`config.mk`:
```
export PLATFORM = sky130hd
export DESIGN_NAME = pc_ctrl
export DESIGN_NICKNAME = d
export VERILOG_FILES = /design/src/rtl/pc_ctrl_def.sv /design/src/rtl/pc_next.sv /design/src/rtl/pc_ctrl.sv
export SDC_FILE = /design/constraint.sdc
export NUM_CORES = 1
export LEC_CHECK = 0
export CAP_MARGIN = 40
export CORE_MARGIN = 2
export CORE_UTILIZATION = 35
export CTS_CLUSTER_DIAMETER = 80
export DETAILED_ROUTE_END_ITERATION = 10
export GPL_TIMING_DRIVEN = 0
export PLACE_DENSITY = 0.66
export SLEW_MARGIN = 40
export SYNTH_ARGS = -nofsm -noshare
export SYNTH_HDL_FRONTEND = slang
export SYNTH_HIERARCHICAL = 1
export SYNTH_SLANG_ARGS = --single-unit
```
`constraint.sdc`:
```
create_clock -name Clk -period 5.23 [get_ports Clk]
set_input_delay 0.523 -clock Clk [delete_from_list [all_inputs] [get_ports Clk]]
set_output_delay 0.523 -clock Clk [all_outputs]
set_load 0.005 [all_outputs]
```
`src/rtl/pc_ctrl_def.sv`:
```
// Purpose: shared definitions for the program-counter controller (state encoding, default widths).
// Latency: n/a (definitions only).
// Backpressure: n/a.
package pc_ctrl_def;

  localparam int PC_W_DEF  = 10;
  localparam int PTR_W_DEF = 10;

  // Controller FSM states; encoding kept explicit so waveforms stay readable.
  typedef enum logic [1:0] {
    ST_IDLE   = 2'd0,
    ST_RUN    = 2'd1,
    ST_HALTED = 2'd2
  } pc_state_e;

endpackage

```
`src/rtl/pc_next.sv`:
```
// Purpose: next-PC arithmetic: absolute target, PC-relative target, or increment.
// Latency: purely combinational, zero cycles.
// Backpressure: none; caller decides whether the result is taken.
module pc_next
  import pc_ctrl_def::*;
#(
  parameter int PC_W = PC_W_DEF
) (
  input  logic [PC_W-1:0] PC,
  input  logic            BranchEn,
  input  logic            BrAbs,
  input  logic [PC_W-1:0] LutTarget,
  output logic [PC_W-1:0] NextPc
);

  // Relative offsets are two's complement, so a plain modulo add handles
  // backward jumps; every path wraps silently at 2^PC_W.
  always_comb begin
    NextPc = PC + PC_W'(1);
    if (BranchEn) begin
      if (BrAbs) NextPc = LutTarget;
      else       NextPc = PC + LutTarget;
    end
  end

endmodule

```
`src/rtl/pc_ctrl.sv`:
```
// Purpose: program-counter controller FSM (IDLE/RUN/HALTED) with LUT-based branching;
//          optional executed-cycle counter when PC_CTRL_CYCLE_CNT_EN is defined.
// Latency: PC updates one edge after inputs; LutAddr follows BrPtr combinationally.
// Backpressure: Stall freezes PC, state and counter for the cycle.
module pc_ctrl
  import pc_ctrl_def::*;
#(
  parameter int PC_W  = PC_W_DEF,
  parameter int PTR_W = PTR_W_DEF
) (
  input  logic             Clk,
  input  logic             Reset,
  input  logic             Start,
  input  logic             Halt,
  input  logic             Stall,
  input  logic             BranchEn,
  input  logic             BrAbs,
  input  logic [PTR_W-1:0] BrPtr,
  output logic [PTR_W-1:0] LutAddr,
  input  logic [PC_W-1:0]  LutTarget,
  output logic [PC_W-1:0]  PC,
  output logic             Fetch,
`ifdef PC_CTRL_CYCLE_CNT_EN
  output logic [15:0]      CycleCnt,
`endif
  output logic             Done
);

  pc_state_e       state_d, state_q;
  logic [PC_W-1:0] pc_d, pc_q;
  logic [PC_W-1:0] pc_nxt;

  // The LUT sees the instruction's pointer with no register in between.
  assign LutAddr = BrPtr;

  pc_next #(.PC_W(PC_W)) u_pc_next (
    .PC        (pc_q),
    .BranchEn  (BranchEn),
    .BrAbs     (BrAbs),
    .LutTarget (LutTarget),
    .NextPc    (pc_nxt)
  );

  // Next-state / next-PC: Stall beats Halt beats branch/increment while running.
  always_comb begin
    state_d = state_q;
    pc_d    = pc_q;
    case (state_q)
      ST_IDLE, ST_HALTED: begin
        if (Start) begin
          state_d = ST_RUN;
          pc_d    = '0;
        end
      end
      ST_RUN: begin
        if (!Stall) begin
          if (Halt) state_d = ST_HALTED;
          else      pc_d    = pc_nxt;
        end
      end
      default: begin
        state_d = ST_IDLE;
        pc_d    = '0;
      end
    endcase
  end

  // State and PC registers; reset drops straight back to IDLE at PC 0.
  always_ff @(posedge Clk or negedge Reset) begin
    if (!Reset) begin
      state_q <= ST_IDLE;
      pc_q    <= '0;
    end else begin
      state_q <= state_d;
      pc_q    <= pc_d;
    end
  end

  assign PC    = pc_q;
  assign Fetch = (state_q == ST_RUN);
  assign Done  = (state_q == ST_HALTED);

`ifdef PC_CTRL_CYCLE_CNT_EN
  logic [15:0] cnt_d, cnt_q;

  // Count every non-stalled RUN cycle (the halt cycle included), saturating;
  // the Start edge into RUN restarts the count.
  always_comb begin
    cnt_d = cnt_q;
    if (state_q != ST_RUN) begin
      if (Start) cnt_d = '0;
    end else if (!Stall && (cnt_q != 16'hFFFF)) begin
      cnt_d = cnt_q + 16'd1;
    end
  end

  // Cycle counter register.
  always_ff @(posedge Clk or negedge Reset) begin
    if (!Reset) cnt_q <= '0;
    else        cnt_q <= cnt_d;
  end

  assign CycleCnt = cnt_q;
`endif

endmodule

```
# Word-level counts from Yosys, hierarchy flattened
# Cells that the tools add are included.
dict set report totals {
  mem_count 0
  wordCells 24
  latch_bits 0
  reg_bits 12
  inputBits 27
  out_inout_bits 22
  mem_bits_rw 0
  mem_bits_ro 0
}
dict set report op_classes {
  bitwise_logic 0
  div 0
  mux 10
  reduce_logical 4
  order_cmp 0
  multipliers 0
  n_shift 0
  addsub 2
  n_eq_ne 6
}
# operator count
set op_table {}
lappend op_table {{$mux W10} 5}
lappend op_table {{$pmux W10 S2} 1}
lappend op_table {{$add A10 B1 Y10 const B} 1}
lappend op_table {{$add A10 B10 Y10} 1}
lappend op_table {{$ne A2 B2 Y1 const B} 4}
lappend op_table {{$mux W2} 3}
lappend op_table {{$reduce_and A3 Y1} 2}
lappend op_table {{$pmux W2 S2} 1}
lappend op_table {{$eq A2 B1 Y1 const B} 1}
lappend op_table {{$eq A2 B2 Y1 const B} 1}
lappend op_table {{$logic_not A2 Y1} 1}
lappend op_table {{$reduce_or A2 Y1} 1}

# Logic depth before layout (Yosys ltp)
# Gate-level depths: netlist of run 1.
dict set report logic_depth {
  depth_word 6
  depth_mapped 8
  mapped_depth_nobuf 8
}

# Cells and area by module
# Netlist of run 1, hierarchy kept.
# module area_each_um2 n_inst cells_each seq_area_each_um2
set by_module_without_submodules {}
lappend by_module_without_submodules {pc_next 782.0 1 110 0.0}
lappend by_module_without_submodules {pc_ctrl 544.3 1 43 300.3}

# Worst setup path before layout of run 1
# Ideal clock, no wire load.
dict set report synth_timing {
  kind {input to register}
  from {input LutTarget[1]}
  to {register pc_q[7], in the netlist PC[7]}
  setup_ns 0.121
  path_stages 7
  t_required_ns 5.109
  arrival_time_ns 2.112
  slack_ns 2.997
  n_path_buf 0
  path_cell_list {ha_1 -> a211oi_2 -> o21ai_1 -> a211o_1 -> a2111oi_0 -> nor3b_1 -> a22o_1}
}
dict set report synth_via {
  elab_chain_cells 6
}
# element line_no
set synth_rtl {}
lappend synth_rtl {{start: declaration} pc_ctrl.sv:20} ;# input logic [PC_W-1:0] LutTarget,
lappend synth_rtl {{$add A10 B10 Y10} pc_next.sv:22} ;# else NextPc = PC + LutTarget;
lappend synth_rtl {{$mux W10} pc_next.sv:21} ;# if (BrAbs) NextPc = LutTarget;
lappend synth_rtl {{$mux W10} pc_next.sv:20} ;# if (BranchEn) begin
lappend synth_rtl {{named net pc_nxt[7]} pc_ctrl.sv:31} ;# logic [PC_W-1:0] pc_nxt;
lappend synth_rtl {{$mux W10} pc_ctrl.sv:57} ;# if (Halt) state_d = ST_HALTED;
lappend synth_rtl {{$mux W10} pc_ctrl.sv:56} ;# if (!Stall) begin
lappend synth_rtl {{$pmux W10 S2} pc_ctrl.sv:48} ;# case (state_q)
lappend synth_rtl {{end signal: assignment} pc_ctrl.sv:75} ;# pc_q <= pc_d;
lappend synth_rtl {{end: declaration} pc_ctrl.sv:30} ;# logic [PC_W-1:0] pc_d, pc_q;
# The timed path passes the listed nets, and every way through them passes these cells. The select of a mux whose other input is x is not followed.
# A chain may end at the register's enable or synchronous reset.

# Worst setup path in the final report of run 1
# Same ends and word-level chain as after synthesis.

==> flow_metrics.py, run 1 <==
metrics = {
    "outcome": {
        "status": "finished clean",
    },
    "floorplanning": {
        "die_x_um": 65.6,
        "core_um2": 3660,
        "initial_utilization": 0.362,
        "dieHeight_um": 65.6,
        "die_area_um2": 4300,
        "row_count": 22,
        "io_pins": 49,
    },
    "sta": {
        "timing.final.crit_share": 0.546,
        "layout_setup_ws_ns": 2.37,
        "finalSetupViolCount": 0,
        "finalHoldViolCount": 0,
        "drv_slew": 0,
        "grt_setup_unrepaired": "no",
        "relSlewSlack": 0.635,
        "tightest_slew_ns": 0.534,
        "max_freq_mhz": 350,
        "finClkSkew_ns": 0.00209,
        "finalSetupTns_ns": 0,
        "fin_crit_ns": 2.86,
    },
    "clocking": {
        "path_clk_slew_ns": 0.05,
        "cts_hold_buf": 0,
        "clkSinkCount": 12,
        "ctsResizeCount": 0,
        "cts_buffers": 3,
        "cts_setup_buffers": 0,
        "clkLatencyLatePin_ns": 0.23,
        "tritoncts": "yes",
        "cts_htree_levels": 1,
        "clockBufferDepth": 2,
        "cts_root_buffer": "clkbuf_8",
    },
    "yosys": {
        "syn_nets": 191,
        "synth_seq_area_share": 0.226,
        "netlist_area_um2": 1330,
        "synth-seq-cells": 12,
        "synthArstFlopShare": 1.00,
        "synth_edf_count": 0,
        "syn_avg_cell_area_um2": 8.67,
        "synth_cell_types": 48,
        "synth_warnings": 6,
        "syn_inst": 153,
        "synth_ff_type": "dfrtp_1",
    },
    "setup_path": {
        "start_kind": "primary input",
        "critPathRequiredTime_ns": 5.35,
        "arrival_ns": 2.97,
        "worstPathMaxFanout": 3,
        "reg2reg_slack_ns": 2.63,
        "crit_type": "primary input to flip-flop",
        "worstSetupEndpointType": "flip-flop",
    },
    "placed_design": {
        "port-buffer-count": 37,
        "place_congestion": 0.829,
        "pre_cts_ws_ns": 2.20,
        "dpl.hpwl_um": 2710,
    },
    "global_route": {
        "antenna_found_initial": 0,
        "grt_pass1_vias": 1262,
        "grt_pass1_wl_um": 5600,
        "grt_max_degree": 13,
        "grt-ovfl-total": 0,
        "grt_usage": 0.164,
    },
    "layout": {
        "syn2layout_area_growth_pct": 35.6,
        "finalNetCount": 233,
        "num_antenna_cells": 0,
        "drive_gt1_frac": 0.119,
        "num-fill-cells": 342,
    },
    "pwr": {
        "power_frac_seq": 0.300,
        "power_uw": 557,
        "combPwrFrac": 0.559,
        "switching_share": 0.393,
        "power_density_nw_per_um2": 310,
        "ir_worst_vdd_v": 0.0000965,
        "pwr-share-clk": 0.141,
        "power_switching_uw": 219,
        "internal_power_uw": 338,
        "power_leakage_uw": 0.000792,
    },
    "drt": {
        "drc_errors": 0,
        "drt_iter0_drc": 40,
        "wl_um": 3310,
        "via_per_inst": 5.39,
        "ant_nets": 0,
        "routed_wire_length_per_instance_um": 13.7,
        "num_vias": 1300,
        "first_pass_iters": 4,
    },
    "hold_path": {
        "hp-class": "flip-flop to flip-flop",
    },
    "run": {
        "cap_viol_max_count": 0,
    },
}
per-layer routing:
metal  up-vias  wire (um)  GRT usage
met5         -          0          0
met4         0         37     0.0573
met3         4        105     0.0154
met2        35       1670      0.296
met1       603       1500      0.203
li1        658          -          -
sequential cells by signal, summed over array words and instances, names as in the netlist:
name / count
PC: 10
state_q: 2
worst paths after layout:
check                              from    endpoint  depth (start not counted)
setup / recovery           LutTarget[1]       PC[7]                          8
hold / removal               state_q[1]  state_q[1]                          1
setup reg to reg                  PC[1]       PC[7]                          7
hold reg to reg              state_q[1]  state_q[1]                          1
max in group asynchronous         Reset  state_q[0]                          1
min in group asynchronous         Reset       PC[4]                          1
cell usage in the layout, fill, tap and decap left out, types with 2 or more instances in the layout:
master / instances
nor3_1: 2
dfrtp_1: 12
mux2i_1: 3
inv_1: 4
clkbuf_1: 3
clkbuf_8: 3
a22o_1: 11
a21oi_1: 8
ha_1: 10
o21ai_1: 4
and3_1: 3
a31oi_1: 2
nand3_1: 3
o21ai_0: 2
nor2_1: 11
nand2_1: 10
a211oi_1: 2
a21o_1: 5
nor3b_1: 3
xor2_1: 2
buf_4: 10
nand4_1: 5
clkdlybuf4s50_1: 37
o22ai_1: 3
xnor2_1: 10
worst max-delay path, cell delays in order:
cell             delay [ns]
clkdlybuf4s50_1        0.47
ha_1                   0.35
a211oi_2               0.27
o21ai_1                0.15
a211o_1                0.33
a2111oi_0              0.55
nor3b_1                0.11
a22o_1                 0.21
through the flow:
stage | utilization | hold slack (ns) | cells | area (um2)
2_1_floorplan | - | 0.227 | 153 | 1330
3_3_place_gp | 0.480 | 0.513 | 238 | 1760
3_5_place_dp | 0.480 | 0.514 | 238 | 1760
4_1_cts | 0.491 | 0.529 | 241 | 1800
5_1_grt | 0.491 | 0.549 | 241 | 1800
6_report | 0.491 | 0.525 | 241 | 1800
power groups by stage:
| stage | combinational, uW | clock (uW) | sequential (uW) |
|---|---|---|---|
| 3_3_place_gp | 304 | 0 | 167 |
| 5_1_grt | 345 | 87.1 | 174 |
| 6_report | 312 | 78.7 | 167 |
| 2_1_floorplan | 201 | 0 | 157 |
| 4_1_cts | 313 | 81.0 | 167 |
| 3_5_place_dp | 311 | 0 | 168 |
synthesized netlist by cell type (2+ instances only):
cell      number  area (um2)
a211oi_1       2        15.0
a31oi_1        2        12.5
a21o_1         5        37.5
nor3b_1        3        22.5
buf_4         10        75.1
inv_1          4        15.0
dfrtp_1       12         300
xor2_1         2        17.5
o21ai_0        2        10.0
o22ai_1        3        18.8
clkbuf_1       3        11.3
nor3_1         2        10.0
a22o_1        11        96.3
ha_1          10         125
nand2_1       10        37.5
o21ai_1        4        20.0
nor2_1        11        41.3
nand3_1        3        15.0
a21oi_1        8        40.0
xnor2_1       10        87.6
and3_1         3        18.8
nand4_1        5        31.3
mux2i_1        3        30.0
logic make-up (layout without fill, tap and decap cells):
kind of cell | count (synthesis) | in the layout | share of synthesized area
buf+inv | 17 | 57 | 0.0764
flops | 12 | 12 | 0.226
xor+xnor | 12 | 12 | 0.0792
simple gates | 50 | 50 | 0.222
mux | 3 | 3 | 0.0226
fa+ha+maj | 11 | 11 | 0.109
compound gates | 48 | 48 | 0.264
layout make-up:
cell class | instances | area (um2) | area share
inverters | 4 | 15.0 | 0.00835
flip-flops and latches | 12 | 300 | 0.167
multi-input cells | 124 | 925 | 0.514
clock buffers | 3 | 41.3 | 0.0230
well taps | 48 | 60.1 | 0.0334
plain buffers | 13 | 86.3 | 0.0480
repair buffers | 37 | 370 | 0.206
Power figures use the tool's default switching activity.
==> run 2, diff against run 1 <==
==> constraint.sdc (replaced) <==
create_clock -name Clk -period 3 [get_ports Clk]
set_input_delay 0.3 -clock Clk [delete_from_list [all_inputs] [get_ports Clk]]
set_output_delay 0.3 -clock Clk [all_outputs]
set_load 0.005 [all_outputs]
==> results of run 2 <==
Same layout as run 1 (identical final DEF). Status: finished clean.
Among the figures that moved: setup slack after placement 2.20 ns -> 0.189 ns; setup slack after layout 2.37 ns -> 0.367 ns; hold slack 0.525 ns -> 0.416 ns; register-to-register setup slack 2.63 ns -> 0.40 ns; total power 557 uW -> 972 uW; worst IR drop on VDD 0.0000965 V -> 0.000168 V
